### config.mk
export PLATFORM = sky130hd
export DESIGN_NAME = lenet_argmax
export DESIGN_NICKNAME = d
export VERILOG_FILES = /design/src/rtl/lenet_pkg.sv /design/src/rtl/argmax_unit.sv /design/src/rtl/lenet_argmax.sv
export SDC_FILE = /design/constraint.sdc
export NUM_CORES = 1
export LEC_CHECK = 0
export CAP_MARGIN = 20
export CORE_ASPECT_RATIO = 0.9
export CORE_MARGIN = 2
export CORE_UTILIZATION = 43
export DETAILED_ROUTE_END_ITERATION = 8
export PLACE_DENSITY = 0.72
export SYNTH_ARGS = -nofsm -noshare
export SYNTH_HDL_FRONTEND = slang
export SYNTH_SLANG_ARGS = --single-unit
### constraint.sdc
create_clock -name clk -period 6.9 [get_ports clk]
set_input_delay 0.69 -clock clk [delete_from_list [all_inputs] [get_ports clk]]
set_output_delay 0.69 -clock clk [all_outputs]
set_load 0.1 [all_outputs]
### src/rtl/lenet_pkg.sv
`default_nettype none
// ============================================================================
//  Module      : lenet_pkg
//  Description : Shared constants, FSM state encoding and argmax candidate
//                type for the LeNet classification readout stage.
//  Revision    : 1.0 - initial release
// ============================================================================
package lenet_pkg;

    localparam int CLASS_NUM              = 10;
    localparam int DATA_WIDTH             = 8;
    localparam int DATA_NUM_PER_SRAM_ADDR = 4;
    localparam int F_WORDS                = (CLASS_NUM + DATA_NUM_PER_SRAM_ADDR - 1)
                                            / DATA_NUM_PER_SRAM_ADDR;
    localparam int CLASS_W                = 4;

    // Readout sequencer states
    typedef enum logic [1:0] {
        ST_IDLE  = 2'd0,
        ST_READ  = 2'd1,
        ST_DRAIN = 2'd2,
        ST_DONE  = 2'd3
    } state_t;

    // One argmax candidate: valid flag, class index and raw signed score bits
    typedef struct packed {
        logic                  vld;
        logic [CLASS_W-1:0]    cls;
        logic [DATA_WIDTH-1:0] score;
    } cand_t;

    // Return the larger candidate; b wins only when strictly greater, so the
    // left (lower class index) operand is kept on ties.
    function automatic cand_t pick_max(input cand_t a, input cand_t b);
        cand_t r;
        r = a;
        if (b.vld && (!a.vld || ($signed(b.score) > $signed(a.score)))) begin
            r = b;
        end
        return r;
    endfunction

endpackage
`default_nettype wire

### src/rtl/argmax_unit.sv
`default_nettype none
// ============================================================================
//  Module      : argmax_unit
//  Description : Per-set running argmax. Masks lanes beyond the last class,
//                reduces one SRAM word with a 4-lane signed max tree and folds
//                the word winner into a running max register.
//  Revision    : 1.0 - initial release
// ============================================================================
module argmax_unit
    import lenet_pkg::*;
#(
    parameter int ADDR_WIDTH = 2
) (
    input  logic                                     clk,
    input  logic                                     srst,
    input  logic                                     i_en,
    input  logic                                     i_init,
    input  logic [ADDR_WIDTH-1:0]                    i_word_idx,
    input  logic [DATA_NUM_PER_SRAM_ADDR*DATA_WIDTH-1:0] i_word,
    output logic [CLASS_W-1:0]                       o_max_class,
    output logic [DATA_WIDTH-1:0]                    o_max_score
);

    localparam int c_LANES = DATA_NUM_PER_SRAM_ADDR;

    cand_t w_lane [c_LANES];
    cand_t w_pair_lo;
    cand_t w_pair_hi;
    cand_t w_word_best;
    cand_t w_base;
    cand_t w_next;
    cand_t r_max;

    // Lane 0 sits in the most significant byte; class = word*lanes + lane
    generate
        for (genvar gl = 0; gl < c_LANES; gl++) begin : g_lane
            assign w_lane[gl] = {
                ((int'(i_word_idx) * c_LANES + gl) < CLASS_NUM),
                CLASS_W'(int'(i_word_idx) * c_LANES + gl),
                i_word[(c_LANES-1-gl)*DATA_WIDTH +: DATA_WIDTH]
            };
        end
    endgenerate

    // Two-level tree; left operands carry the lower class indices
    assign w_pair_lo   = pick_max(w_lane[0], w_lane[1]);
    assign w_pair_hi   = pick_max(w_lane[2], w_lane[3]);
    assign w_word_best = pick_max(w_pair_lo, w_pair_hi);

    // On the first word the running max restarts from lane 0 of that word
    assign w_base = i_init ? w_lane[0] : r_max;
    assign w_next = pick_max(w_base, w_word_best);

    // Running max register, updated once per arriving word
    always_ff @(posedge clk) begin
        if (srst) begin
            r_max <= '0;
        end else if (i_en) begin
            r_max <= w_next;
        end
    end

    assign o_max_class = r_max.cls;
    assign o_max_score = r_max.score;

endmodule
`default_nettype wire

### src/rtl/lenet_argmax.sv
`default_nettype none
// ============================================================================
//  Module      : lenet_argmax
//  Description : Classification readout. On fc2_done, reads both SRAM F sets,
//                finds the signed argmax of each and hands the two results to
//                the host over a valid/ready handshake.
//  Revision    : 1.0 - initial release
// ============================================================================
module lenet_argmax
    import lenet_pkg::*;
#(
    parameter int DATA_WIDTH             = 8,
    parameter int DATA_NUM_PER_SRAM_ADDR = 4,
    parameter int CLASS_NUM              = 10,
    parameter int ADDR_WIDTH             = 2
) (
    input  logic                                          clk,
    input  logic                                          srst,
    input  logic                                          fc2_done,
    output logic [ADDR_WIDTH-1:0]                         sram_raddr_f,
    input  logic [DATA_NUM_PER_SRAM_ADDR*DATA_WIDTH-1:0]  sram_rdata_f,
    input  logic [DATA_NUM_PER_SRAM_ADDR*DATA_WIDTH-1:0]  sram_rdata_f_1,
    output logic                                          result_valid,
    input  logic                                          result_ready,
    output logic [3:0]                                    result_class0,
    output logic [3:0]                                    result_class1,
    output logic [DATA_WIDTH-1:0]                         result_score0,
    output logic [DATA_WIDTH-1:0]                         result_score1,
    output logic                                          busy,
    output logic                                          overrun
);

    localparam int c_F_WORDS = (CLASS_NUM + DATA_NUM_PER_SRAM_ADDR - 1)
                               / DATA_NUM_PER_SRAM_ADDR;
    localparam logic [ADDR_WIDTH-1:0] c_LAST_ADDR = ADDR_WIDTH'(c_F_WORDS - 1);

    state_t                r_state;
    state_t                w_state_nxt;
    logic [ADDR_WIDTH-1:0] r_addr;
    logic                  r_rd_vld;
    logic [ADDR_WIDTH-1:0] r_rd_idx;
    logic                  r_overrun;
    logic                  w_last_addr;
    logic                  w_init;

    assign w_last_addr = (r_addr == c_LAST_ADDR);

    // State register
    always_ff @(posedge clk) begin
        if (srst) begin
            r_state <= ST_IDLE;
        end else begin
            r_state <= w_state_nxt;
        end
    end

    // Next-state logic
    always_comb begin
        w_state_nxt = r_state;
        case (r_state)
            ST_IDLE:  if (fc2_done)     w_state_nxt = ST_READ;
            ST_READ:  if (w_last_addr)  w_state_nxt = ST_DRAIN;
            ST_DRAIN:                   w_state_nxt = ST_DONE;
            ST_DONE:  if (result_ready) w_state_nxt = ST_IDLE;
            default:                    w_state_nxt = ST_IDLE;
        endcase
    end

    // Address counter plus a one-cycle shadow that tags returning read data
    always_ff @(posedge clk) begin
        if (srst) begin
            r_addr   <= '0;
            r_rd_vld <= 1'b0;
            r_rd_idx <= '0;
        end else begin
            r_rd_vld <= (r_state == ST_READ);
            r_rd_idx <= r_addr;
            if ((r_state == ST_IDLE) && fc2_done) begin
                r_addr <= '0;
            end else if ((r_state == ST_READ) && !w_last_addr) begin
                r_addr <= r_addr + ADDR_WIDTH'(1);
            end
        end
    end

    // Sticky flag: a start request arrived while a readout was in progress
    always_ff @(posedge clk) begin
        if (srst) begin
            r_overrun <= 1'b0;
        end else if (fc2_done && (r_state != ST_IDLE)) begin
            r_overrun <= 1'b1;
        end
    end

    assign w_init = r_rd_vld && (r_rd_idx == '0);

    argmax_unit #(
        .ADDR_WIDTH (ADDR_WIDTH)
    ) u_set0 (
        .clk         (clk),
        .srst        (srst),
        .i_en        (r_rd_vld),
        .i_init      (w_init),
        .i_word_idx  (r_rd_idx),
        .i_word      (sram_rdata_f),
        .o_max_class (result_class0),
        .o_max_score (result_score0)
    );

    argmax_unit #(
        .ADDR_WIDTH (ADDR_WIDTH)
    ) u_set1 (
        .clk         (clk),
        .srst        (srst),
        .i_en        (r_rd_vld),
        .i_init      (w_init),
        .i_word_idx  (r_rd_idx),
        .i_word      (sram_rdata_f_1),
        .o_max_class (result_class1),
        .o_max_score (result_score1)
    );

    assign sram_raddr_f = r_addr;
    assign result_valid = (r_state == ST_DONE);
    assign busy         = (r_state != ST_IDLE);
    assign overrun      = r_overrun;

endmodule
`default_nettype wire

; ---- Yosys cells after proc, flatten, opt, wreduce, memory -nomap -nowiden
; Index checks and enable logic that the tools add are counted.
[totals]
latch_bits = 0
mem_bits_ro = 0
input_bits = 68
elab_cells = 84
mem_bits_rw = 0
reg_bits = 34
n_memories = 0
out_inout_bits = 29
[classes]
n_lt_le_gt_ge = 12
n_div = 0
n_shift = 0
reduce_logical = 36
bitwise_logic = 0
n_addsub = 4
mul = 0
mux = 14
eq_ne = 7
[ops]
columns = op, count
row1 = two-way mux 13 bit, 10
row2 = "less-than comparator 32 x 5 -> 1 bit, second input constant", 3
row3 = > comparator 8 bit, 8
row4 = logical AND 1 bit, 12
row5 = "adder 4 x 2 -> 5 bit, second input constant", 2
row6 = logical OR 1 bit, 8
row7 = case mux 2 bit (4 select lines), 1
row8 = logical NOT 1 bit, 7
row9 = "== test 2 bit, second input constant", 3
row10 = two-way mux 2 bit, 3
row11 = nonzero test 2 bit, 3
row12 = "adder 4 x 1 -> 5 bit, second input constant", 1
row13 = logical NOT 2 bit, 2
row14 = "less-than comparator 4 bit, second input constant", 1
row15 = "inequality test 2 bit, second input constant", 2
row16 = AND reduction 2 bit, 2
row17 = AND reduction 3 bit, 1
row18 = "adder 2 x 1 -> 2 bit, second input constant", 1
row19 = "== test 2 x 1 -> 1 bit, second input constant", 1
row20 = "inequality test 2 x 1 -> 1 bit, second input constant", 1
row21 = OR reduction 2 bit, 1

; ---- Longest topological paths before layout
; Gate-level depths: netlist of run 1.
[depth]
word_depth = 15
depth_mapped = 25
mapped_depth_nobuf = 21

; ---- By module
; From an unflattened synthesis of run 1, not the netlist that was laid out.
[hier_totals]
cells_unflattened = 529
hier_area_um2 = 4420.5
[modules_own_cells]
columns = mod, n_inst, seq_area_each_um2, cells_per_inst, area_per_inst_um2
row1 = argmax_unit (u_set0), 1, 260.2, 247, 2065.7
row2 = argmax_unit (u_set1), 1, 260.2, 241, 1965.6
row3 = lenet_argmax, 1, 160.2, 41, 389.1

; ---- Worst setup path before layout of run 1
; No wires, ideal clock.
[synth_timing]
kind = input port to flip-flop
start = in sram_rdata_f_1[13]
end = reg u_set1.r_max, in the netlist u_set1.o_max_class[1]
setup_ns = 0.071
path_slack_ns = 1.393
stages = 25
t_arrival_ns = 5.436
path_buffers = 4
t_required_ns = 6.829
path_cell_list = inv_1 ha_1 a211oi_1 o22ai_1 a21oi_1 mux2_2 buf_2 mux2i_1 inv_1 ha_1 and4_1 o21ai_0 o2111a_1 a2111oi_2 buf_6 mux2i_1 ha_1 and3_1 o21ai_0 nand3_1 a32o_1 buf_2 buf_2 a211o_1 a21oi_1
[synth_via]
elab_chain_len = 13
elab_cells_between_ends = 14
classes_between = order compare (3) / mux (3) / reduce/logical (8)
[synth_lines]
columns = element, line
row1 = "start, declared", lenet_argmax.sv:22  ; input logic [DATA_NUM_PER_SRAM_ADDR*DATA_WIDTH-1:0] sram_rdata_f_1,
row2 = > comparator 8 bit, lenet_pkg.sv:37  ; if (b.vld && (!a.vld || ($signed(b.score) > $signed(a.score)))) begin
row3 = logical OR 1 bit, lenet_pkg.sv:37
row4 = logical AND 1 bit, lenet_pkg.sv:37
row5 = two-way mux 13 bit *, lenet_pkg.sv:37
row6 = > comparator 8 bit, lenet_pkg.sv:37
row7 = logical OR 1 bit, lenet_pkg.sv:37
row8 = logical AND 1 bit, lenet_pkg.sv:37
row9 = two-way mux 13 bit *, lenet_pkg.sv:37
row10 = > comparator 8 bit, lenet_pkg.sv:37
row11 = logical OR 1 bit, lenet_pkg.sv:37
row12 = logical AND 1 bit, lenet_pkg.sv:37
row13 = nonzero test 2 bit (no source line), --
row14 = AND reduction 2 bit (no source line), --
row15 = "end signal, assigned", argmax_unit.sv:59  ; r_max <= w_next;
row16 = "end, declared", argmax_unit.sv:32  ; cand_t r_max;
; Every way passes the cells marked *; elsewhere a longest branch is shown, timed or not.
; A chain may end at the register's enable or synchronous reset.

; ---- Final worst setup path of run 1
[layout_timing]
start = in sram_rdata_f_1[29]
end = reg u_set1.r_max, in the netlist u_set1.o_max_score[7]
[layout_via]
elab_chain_len = 12
elab_cells_between_ends = 14
classes_between = order compare (3) / mux (4) / reduce/logical (7)
[layout_lines]
columns = element, line
row1 = > comparator 8 bit, lenet_pkg.sv:37
row2 = logical OR 1 bit, lenet_pkg.sv:37
row3 = logical AND 1 bit, lenet_pkg.sv:37
row4 = two-way mux 13 bit, lenet_pkg.sv:37
row5 = > comparator 8 bit / logical NOT 1 bit (equally long branches), lenet_pkg.sv:37
row6 = logical OR 1 bit, lenet_pkg.sv:37
row7 = logical AND 1 bit, lenet_pkg.sv:37
row8 = two-way mux 13 bit, lenet_pkg.sv:37
row9 = > comparator 8 bit, lenet_pkg.sv:37
row10 = logical OR 1 bit, lenet_pkg.sv:37
row11 = logical AND 1 bit, lenet_pkg.sv:37
row12 = two-way mux 13 bit *, lenet_pkg.sv:37
; Every way passes the cells marked *; elsewhere a longest branch is shown, timed or not. The select of a mux whose other input is x is not followed.

==> results of run 1 <==
## cell families (layout without fill, tap and decap cells)
group           Yosys count  in the layout
flops                    34             34
fa+ha+maj                69             69
buf+inv                 113            180
xor+xnor                  1              1
compound gates          119            119
mux                      69             69
simple gates             91             91
## registers in the layout, summed over array words and instances, names as in the netlist
signal and cells:
overrun 1, u_set1.o_max_class 4, u_set1.r_max 1, r_rd_vld 1
sram_raddr_f 2, r_state 2, u_set1.o_max_score 8, u_set0.o_max_score 8
u_set0.r_max 1, u_set0.o_max_class 4, r_rd_idx 2
## cell type report
type	instances	share of cell area
Timing Repair Buffer	103	0.193
Clock inverter	3	0.0131
Sequential cell	34	0.129
Multi-Input combinational cell	349	0.572
Clock buffer	5	0.0131
Tap cell	126	0.0300
Inverter	69	0.0493
## how the worst max path moves through the flow
stage / from / to / slack [ps] / depth (start not counted)
detailed placement: sram_rdata_f_1[29] / u_set1.o_max_score[5] / 390 / 23
CTS: sram_rdata_f_1[29] / u_set1.o_max_score[7] / 680 / 23
global placement: sram_rdata_f_1[13] / u_set1.o_max_score[3] / 550 / 24
floorplan: sram_rdata_f_1[13] / u_set1.o_max_class[1] / 1390 / 25
finish: sram_rdata_f_1[29] / u_set1.o_max_score[7] / 660 / 22
global route: sram_rdata_f_1[13] / u_set1.o_max_score[7] / 200 / 24
## tightest hold or removal path: stages (launching register included)
cell,delay [ps]
dfxtp_1,330
a21oi_1,40
nor2_1,70
## power by group
group / switching, mW / leakage (nW) / internal, mW / total, mW
clock network: 0.0806 / 0.0683 / 0.145 / 0.225
logic: 0.803 / 2.02 / 0.442 / 1.24
registers: 0.0463 / 0.277 / 0.248 / 0.294
total: 0.930 / 2.37 / 0.835 / 1.76
## placed cells by master, fill, tap and decap left out, types with 9 or more instances in the layout
cell type        count
a2111oi_0            9
a21oi_1             26
clkdlybuf4s50_1     96
dfxtp_1             34
ha_1                69
inv_1               69
mux2i_1             64
nand2_1             17
nor2_1              16
nor2b_1             16
o21ai_0             11
o21bai_1             9
o221ai_1            19
## layer usage
metal,part of all wire,track usage
met5,0,0
met2,0.46,0.363
met4,0.0084,0.0444
met3,0.062,0.0354
met1,0.47,0.308
## stage by stage
stage | hold slack, ps | utilization | setup WS (ps) | cell area (um2) | std cells
2_1_floorplan | 438 | - | 1390 | 4240 | 496
5_1_grt | 516 | 0.544 | 196 | 5260 | 689
3_3_place_gp | 455 | 0.530 | 549 | 5120 | 681
4_1_cts | 481 | 0.544 | 681 | 5260 | 689
3_5_place_dp | 463 | 0.530 | 391 | 5120 | 681
6_report | 479 | 0.544 | 657 | 5260 | 689
==> impl_metrics.csv, run 1 <==
group,metric,value,unit
outcome,status,"complete, no violations",
yosys,synth.ff_latch_count,34,
place,portBuffers,96,
yosys,ys_seq_area_frac,0.160,
job,number_of_max_capacitance_violations_reported,0,
yosys,fraction_of_the_mapped_netlist_area_in_simple_logic_gates,0.121,
min_path,timing.hold.worst_path_depth,2,
timing,timing.final.crit_period,6240,ps
global_routing,grt_first_pass_wirelength,19100,um
layout,area.sequential,681,um2
yosys,postSynth.asyncResetShare,0,
worst_setup_path,worst_path_class_setup,"primary input to flip-flop",
worst_setup_path,timing.rr.end,"u_set1.o_max_score[7]",
yosys,synth.top_cells.by_area,"ha_1 20%, dfxtp_1 16%, mux2i_1 15%, inv_1 6.1%, buf_4 4.4%",
global_routing,grt_max_degree,36,
worst_setup_path,critPathBufInv,4,
timing,worst_slew_margin_relative_to_its_limit,0.342,
die,io_pins,97,
clocking,clock-sinks,34,
worst_setup_path,slowest_stage,"clkdlybuf4s50_1",
drt,drt-pass1-iter-count,4,
yosys,synth_top_area_share,0.203,
yosys,synth.net_count,633,
power,vdd.ir_drop.worst,328,uV
drt,residual_drc_count,0,
yosys,synth_top_cells_by_count,"69 x ha_1, 69 x inv_1, 64 x mux2i_1",
global_routing,via_count_of_the_first_global_routing_pass,3946,
worst_setup_path,cp_slowest_stage_delay,520,ps
clocking,cts_root_buffer,"clkbuf_8",
global_routing,antenna_found_initial,0,
timing,clock_skew,4.89,ps
layout,syn2layout_area_growth,23.9,%
clocking,tritoncts,"done",
die,dieHeight,98.3,um
yosys,synthDominantAreaCellType,"ha_1",
power,post-layout-total-power,1.76,mW
worst_setup_path,cell_seen_most_often_among_critical_path_stages,"ha_1",
yosys,synthesis.area_per_instance,8.56,um2
timing,grt_setup_unrepaired,"no",
drt,detailroute.via_count,3895,
drt,drt_wl_cell,17.0,um
clocking,postCtsSetupRepairBufs,0,
place,gp_routability_congestion,0.887,
layout,final_layout_size_suffix_gt1_frac,0.0568,
yosys,synth_area,0.00424,mm2
power,power-per-cell-area,336,mW/mm2
layout,multi_input_comb_area,0.00301,mm2
layout,nNetsFinal,699,
global_routing,grt_remaining_overflow,0,
yosys,synth.yosys.warnings,0,
place,dp.final_hpwl,9540,um
layout,fillCellCount,891,
min_path,min_from,"u_set0.r_max[12]",
drt,avgViaCountPerCell,5.65,
die,fp.coreArea,0.00966,mm2
clocking,post_cts_resized,0,
worst_setup_path,r2r_start,"r_rd_idx[1]",
yosys,synth_cell_type_count,58,
drt,dr.first_iter.drc_count,218,
min_path,min_to,"u_set0.r_max[12]",
layout,antenna_cells_inserted,0,
timing,fin_tns_setup,0,ps
clocking,clk_transition_reported_paths,80,ps
worst_setup_path,timing.critical_path.arrival,6450,ps
timing,worst_pin_slew,985,ps
yosys,synthAdderAreaFrac,0.203,
min_path,worst_hold_path_type,"flip-flop to flip-flop",
timing,final-max-slew-violation-count,0,
drt,postRouteWirelength,11700,um
yosys,combinational_family_with_the_most_area_after_synthesis,"compound AO/OA/AOI/OAI gates",
clocking,clock_tree.htree_level_count,2,
timing,timing.final.hold_violations,0,
worst_setup_path,worst-r2r-cell-count,19,
yosys,synth-compound-area-share,0.216,
global_routing,grt.total_usage,0.222,
worst_setup_path,ff2ff_setup_slack,1700,ps
worst_setup_path,cp-start-kind,"primary input",
clocking,clk_latency,290,ps
yosys,synthCells,496,
clocking,numCtsBuffers,5,
clocking,cts.path.max_buffers,2,
worst_setup_path,path_cells,"clkdlybuf4s50_1, inv_1, ha_1, a211oi_2, o22ai_1, or4b_1, o211ai_2, mux2i_1, ha_1, nor3b_1, o2111a_1, a2111oi_2, buf_4, mux2i_1, ha_1, and3_1, o21ai_0, nand3_1, a32o_1, buf_4, o32a_1, o221ai_1",
die,placement_rows,34,
yosys,synth_xor_area_frac,0.00206,
worst_setup_path,critical_path_peak_fanout,11,
worst_setup_path,crit_path_end_kind,"flip-flop",
timing,timing.fmax,160,MHz
die,die_area,0.0107,mm2
die,die-width,109,um
yosys,synth_ff_type,"dfxtp_1",
worst_setup_path,critPathTopFamily,"compound AO/OA/AOI/OAI gates",
clocking,cts_stage_hold_buffer_count,0,
die,floorplan.initialDensity,0.439,
drt,post_route_ant_nets,0,
yosys,synth_enable_flop_cells,0,
timing,post-route-period-util,0.905,
timing,setup_viol,0,
yosys,synth.mux.area_fraction,0.167,
worst_setup_path,worst_ep_required_time,7100,ps
power,p_leak,2.37,nW
Power figures use the tool's default switching activity.
==> run 2: changes to the inputs <==
clock period = 5.8 ns   (was 6.9 ns; I/O delays follow)
==> impl_metrics.csv, run 2 (synthesis results as in run 1) <==
group,metric,value,unit
outcome,status,"complete, no violations",
place,portBuffers,96,
clocking,clk_latency,280,ps
layout,mostFrequentLayoutCell,"clkdlybuf4s50_1",
clocking,numCtsBuffers,5,
clocking,clock_tree.htree_level_count,2,
global_routing,grt.total_usage,0.238,
timing,worst_pin_slew,1010,ps
clocking,clk_transition_reported_paths,70,ps
die,dieHeight,98.3,um
worst_setup_path,worst_path_class_setup,"primary input to flip-flop",
place,gp_routability_congestion,0.941,
die,floorplan.initialDensity,0.439,
global_routing,grt_first_pass_wirelength,20500,um
job,number_of_max_capacitance_violations_reported,0,
drt,avgViaCountPerCell,5.59,
global_routing,grt_max_degree,36,
layout,antenna_cells_inserted,0,
global_routing,via_count_of_the_first_global_routing_pass,4386,
min_path,worst_hold_path_type,"flip-flop to flip-flop",
drt,drt_wl_cell,16.8,um
timing,finalHoldWorstSlack,476,ps
die,die_area,0.0107,mm2
power,power-per-cell-area,381,mW/mm2
layout,nNetsFinal,787,
worst_setup_path,crit_path_end_kind,"flip-flop",
global_routing,grt_remaining_overflow,0,
timing,timing.fmax,179,MHz
drt,post_route_ant_nets,0,
clocking,clock-sinks,34,
drt,detailroute.via_count,4340,
power,proportion_of_power_drawn_by_combinational_gates,0.780,
place,dpl.cell_count,755,
power,clock_power_share,0.072,
timing,final.setup.worst_slack,211,ps
timing,clock_skew,7.25,ps
layout,fillCellCount,808,
layout,layoutNonFillerInstCount,776,
drt,drt-pass1-iter-count,5,
die,io_pins,97,
power,p_switching,1.22,mW
drt,dr.first_iter.drc_count,164,
layout,final_layout_size_suffix_gt1_frac,0.246,
power,p_leak,2.78,nW
worst_setup_path,timing.critical_path.arrival,5790,ps
layout,fin_util,0.642,
timing,final-max-slew-violation-count,0,
die,fp.coreArea,0.00966,mm2
timing,timing.final.hold_violations,0,
layout,multi_input_comb_area,0.00331,mm2
layout,syn2layout_area_growth,46.1,%
place,dp_worst_setup_slack,-415,ps
die,die-width,109,um
layout,area.sequential,681,um2
drt,residual_drc_count,0,
power,pwr-share-seq,0.148,
timing,timing.final.crit_period,5590,ps
worst_setup_path,critical_path_peak_fanout,8,
clocking,tritoncts,"done",
drt,postRouteWirelength,13100,um
power,cell_internal_power,1.14,mW
worst_setup_path,worst_ep_required_time,6000,ps
timing,setup_viol,0,
power,vdd.ir_drop.worst,360,uV
place,dp.final_hpwl,10100,um
timing,post-route-period-util,0.964,
global_routing,antenna_found_initial,0,
power,power.switching_fraction,0.518,
clocking,cts_root_buffer,"clkbuf_8",
clocking,cts_stage_hold_buffer_count,0,
die,placement_rows,34,
layout,mostFrequentLayoutCells,"95 x clkdlybuf4s50_1, 87 x buf_4, 69 x inv_1, 64 x ha_1, 48 x mux2i_1",
worst_setup_path,cp-start-kind,"primary input",
timing,worst_slew_margin_relative_to_its_limit,0.328,
clocking,cts.path.max_buffers,2,
==> run 2: cell types whose count changed in the layout (fill, tap and decap cells not counted), sizes merged <==
cell	change
clkinv	-1
buf	+87
dlymetal6s2s	+1
bufinv	-2
clkbuf	+1
clkinvlp	+1
clkdlybuf4s50	-1
a32o	+1
==> run 2: worst max-delay path, stage by stage <==
cell and delay, ps:
clkdlybuf4s50_1 500, inv_1 80, ha_4 220, a211oi_2 190
o22ai_2 100, or4b_4 510, o211ai_4 120, buf_6 180
mux2i_4 290, ha_4 240, and4_4 190, nand4_1 110
a21oi_2 80, a2111oi_4 370, buf_6 200, mux2i_1 200
ha_1 260, and4_1 220, o21ai_1 90, nand3_1 160
a32o_2 340, or2_2 300, a311oi_2 250
==> run 2: final timing paths <==
kind                                    startpoint                     to  slack [ps]  cells past startpoint
worst min register to register             overrun                overrun         480                      2
worst max-delay path            sram_rdata_f_1[29]  u_set1.o_max_class[2]         210                     23
worst max register to register         r_rd_idx[1]  u_set1.o_max_class[2]         980                     19
worst min-delay path                       overrun                overrun         480                      2
==> run 2: what timing repair did <==
item,CTS,global route
resized for setup,7,60
gates cloned,0,1
pin swaps,0,14
setup endpoints to repair,11,21
setup buffers,1,12
==> run 2: per-layer routing <==
metal  GRT usage  vias up  part of all wire
li1            -     2120                 -
met1       0.318     2046              0.47
met2       0.400      156              0.46
met3      0.0334       18             0.053
met4      0.0592        0             0.017
met5           0        -                 0
==> run 2: layout make-up <==
| type | count | share of cell area |
|---|---|---|
| well taps | 126 | 0.0254 |
| inverters | 69 | 0.0418 |
| flip-flops and latches | 34 | 0.110 |
| repair buffers | 190 | 0.276 |
| multi-input cells | 350 | 0.534 |
| clock inverters | 1 | 0.00121 |
| clock buffers | 6 | 0.0117 |
==> run 2: per-stage QoR <==
stage	setup TNS (ps)	instance area, um2	total power [mW]
CTS	0	5820	2.21
global route	-206	6200	2.52
finish	0	6200	2.36
floorplan	0	4240	1.53
global placement	-2570	5700	1.98
detailed placement	-4630	5700	2.01
==> run 2: power by group through the flow <==
| stage | logic (mW) | registers, mW | clock network [mW] |
|---|---|---|---|
| 2_1_floorplan | 1.15 | 0.383 | 0 |
| 3_3_place_gp | 1.62 | 0.353 | 0 |
| 3_5_place_dp | 1.66 | 0.353 | 0 |
| 4_1_cts | 1.68 | 0.349 | 0.173 |
| 5_1_grt | 1.98 | 0.358 | 0.182 |
| 6_report | 1.84 | 0.350 | 0.170 |
==> run 3: changes to the inputs <==
CTS_BUF_LIST = sky130_fd_sc_hd__clkbuf_4 sky130_fd_sc_hd__clkbuf_8 sky130_fd_sc_hd__clkbuf_16   (was not set)
==> impl_metrics.csv, run 3 (synthesis results as in run 1) <==
group,metric,value,unit
outcome,status,"complete, no violations",
clocking,clock_tree.htree_level_count,2,
timing,worst_pin_slew,1010,ps
layout,final_layout_size_suffix_gt1_frac,0.248,
global_routing,antenna_found_initial,0,
worst_setup_path,timing.critical_path.arrival,5790,ps
clocking,cts.path.max_buffers,2,
worst_setup_path,timing.rr.end,"u_set1.o_max_class[2]",
global_routing,grt_first_pass_wirelength,20500,um
place,dp_worst_setup_slack,-415,ps
drt,residual_drc_count,0,
min_path,worst_hold_path_type,"flip-flop to flip-flop",
clocking,clk_latency,290,ps
timing,post-route-period-util,0.964,
worst_setup_path,cp_slowest_stage_delay,510,ps
clocking,clock-sinks,34,
worst_setup_path,worst_ep_required_time,6000,ps
layout,layoutNonFillerInstCount,776,
drt,dr.first_iter.drc_count,166,
layout,mostFrequentLayoutCell,"clkdlybuf4s50_1",
worst_setup_path,crit_path_end_kind,"flip-flop",
global_routing,via_count_of_the_first_global_routing_pass,4382,
power,p_leak,2.78,nW
timing,timing.final.hold_violations,0,
timing,finalHoldWorstSlack,477,ps
power,pwr-share-seq,0.148,
drt,avgViaCountPerCell,5.57,
min_path,timing.hold.worst_path_depth,2,
clocking,cts_root_buffer,"clkbuf_8",
worst_setup_path,cp_num_cells,23,
timing,setup_viol,0,
die,fp.coreArea,0.00966,mm2
place,dpl.cell_count,755,
power,cell_internal_power,1.14,mW
timing,clock_skew,7.49,ps
place,dp.final_hpwl,10100,um
clocking,tritoncts,"done",
power,clock_power_share,0.074,
drt,drt_wl_cell,16.8,um
power,post-layout-total-power,2.37,mW
worst_setup_path,critPathBufInv,4,
drt,drt-pass1-iter-count,5,
min_path,min_from,"overrun",
place,gp_routability_congestion,0.941,
clocking,clk_transition_reported_paths,70,ps
power,power-per-cell-area,381,mW/mm2
layout,nNetsFinal,787,
global_routing,grt.total_usage,0.238,
power,proportion_of_power_drawn_by_combinational_gates,0.778,
worst_setup_path,critPathTopFamily,"compound AO/OA/AOI/OAI gates",
die,io_pins,97,
job,number_of_max_capacitance_violations_reported,0,
layout,syn2layout_area_growth,46.2,%
clocking,cts_stage_hold_buffer_count,0,
worst_setup_path,path_cells,"clkdlybuf4s50_1, inv_1, ha_4, a211oi_2, o22ai_2, or4b_4, o211ai_4, buf_6, mux2i_4, ha_4, and4_4, nand4_1, a21oi_2, a2111oi_4, buf_6, mux2i_1, ha_1, and4_1, o21ai_1, nand3_1, a32o_2, or2_2, a311oi_2",
clocking,numCtsBuffers,5,
die,floorplan.initialDensity,0.439,
global_routing,grt_remaining_overflow,0,
worst_setup_path,slowest_stage,"or4b_4",
die,placement_rows,34,
drt,detailroute.via_count,4325,
timing,final.setup.worst_slack,211,ps
layout,antenna_cells_inserted,0,
die,dieHeight,98.3,um
layout,fillCellCount,806,
timing,final-max-slew-violation-count,0,
layout,fin_util,0.643,
drt,postRouteWirelength,13100,um
timing,worst_slew_margin_relative_to_its_limit,0.328,
worst_setup_path,ff2ff_setup_slack,980,ps
global_routing,grt_max_degree,36,
layout,mostFrequentLayoutCells,"95 x clkdlybuf4s50_1, 87 x buf_4, 69 x inv_1, 64 x ha_1, 48 x mux2i_1",
worst_setup_path,worst-r2r-cell-count,19,
worst_setup_path,r2r_start,"r_rd_idx[1]",
power,vdd.ir_drop.worst,367,uV
worst_setup_path,cp-start-kind,"primary input",
timing,timing.fmax,179,MHz
place,portBuffers,96,
min_path,min_to,"overrun",
power,power.switching_fraction,0.517,
power,p_switching,1.22,mW
worst_setup_path,critical_path_peak_fanout,8,
timing,timing.final.crit_period,5590,ps
drt,post_route_ant_nets,0,
die,die_area,0.0107,mm2
worst_setup_path,worst_path_class_setup,"primary input to flip-flop",
die,die-width,109,um
[run 3: cell counts in the layout (fill, tap and decap cells not counted)]
No cell type changed its count.
[run 3: cell type report]
cell class	count	area (um2)	share of cell area
Sequential cell	34	681	0.110
Tap cell	126	158	0.0254
Timing Repair Buffer	190	1710	0.276
Multi-Input combinational cell	350	3310	0.534
Clock inverter	1	7.51	0.00121
Clock buffer	6	76.3	0.0123
Inverter	69	259	0.0417
[run 3: worst max path at each step]
stage | from | end | slack (ps)
2_1_floorplan | sram_rdata_f_1[13] | u_set1.o_max_class[1] | 400
3_3_place_gp | sram_rdata_f_1[13] | u_set1.o_max_score[1] | -250
3_5_place_dp | sram_rdata_f_1[29] | u_set1.o_max_score[6] | -410
4_1_cts | sram_rdata_f_1[29] | u_set1.o_max_score[6] | 40
5_1_grt | sram_rdata_f_1[29] | u_set1.o_max_class[2] | -50
6_report | sram_rdata_f_1[29] | u_set1.o_max_class[2] | 210
[run 3: per-layer routing]
metal  part of all wire  up-vias  GRT usage
met1               0.47     2037      0.319
li1                   -     2120          -
met5                  0        -          0
met4              0.016        0     0.0592
met2               0.46      152      0.400
met3              0.053       16     0.0334
[run 3: power groups by stage]
stage | clock network (mW) | logic (mW) | registers [mW]
after global routing | 0.188 | 1.98 | 0.358
after CTS | 0.177 | 1.68 | 0.349
after floorplan | 0 | 1.15 | 0.383
final | 0.176 | 1.84 | 0.351
after detailed placement | 0 | 1.66 | 0.353
after global placement | 0 | 1.62 | 0.353
[run 3: tightest hold or removal path, cell delays in order (launching register included)]
cell	delay, ps
dfxtp_1	330
a21oi_1	40
nor2_1	70
[run 3: per-stage QoR]
| step | area [um2] | TNS (ps) |
|---|---|---|
| 6_report | 6210 | 0 |
| 5_1_grt | 6210 | -203 |
| 4_1_cts | 5820 | 0 |
| 3_5_place_dp | 5700 | -4630 |
| 3_3_place_gp | 5700 | -2570 |
| 2_1_floorplan | 4240 | 0 |
[run 3: repair_timing]
| action | in CTS | in global routing |
|---|---|---|
| setup buffers | 1 | 12 |
| resized for setup | 7 | 60 |
| gates cloned | 0 | 1 |
| endpoints found under the setup margin | 11 | 21 |
| pin swaps | 0 | 14 |
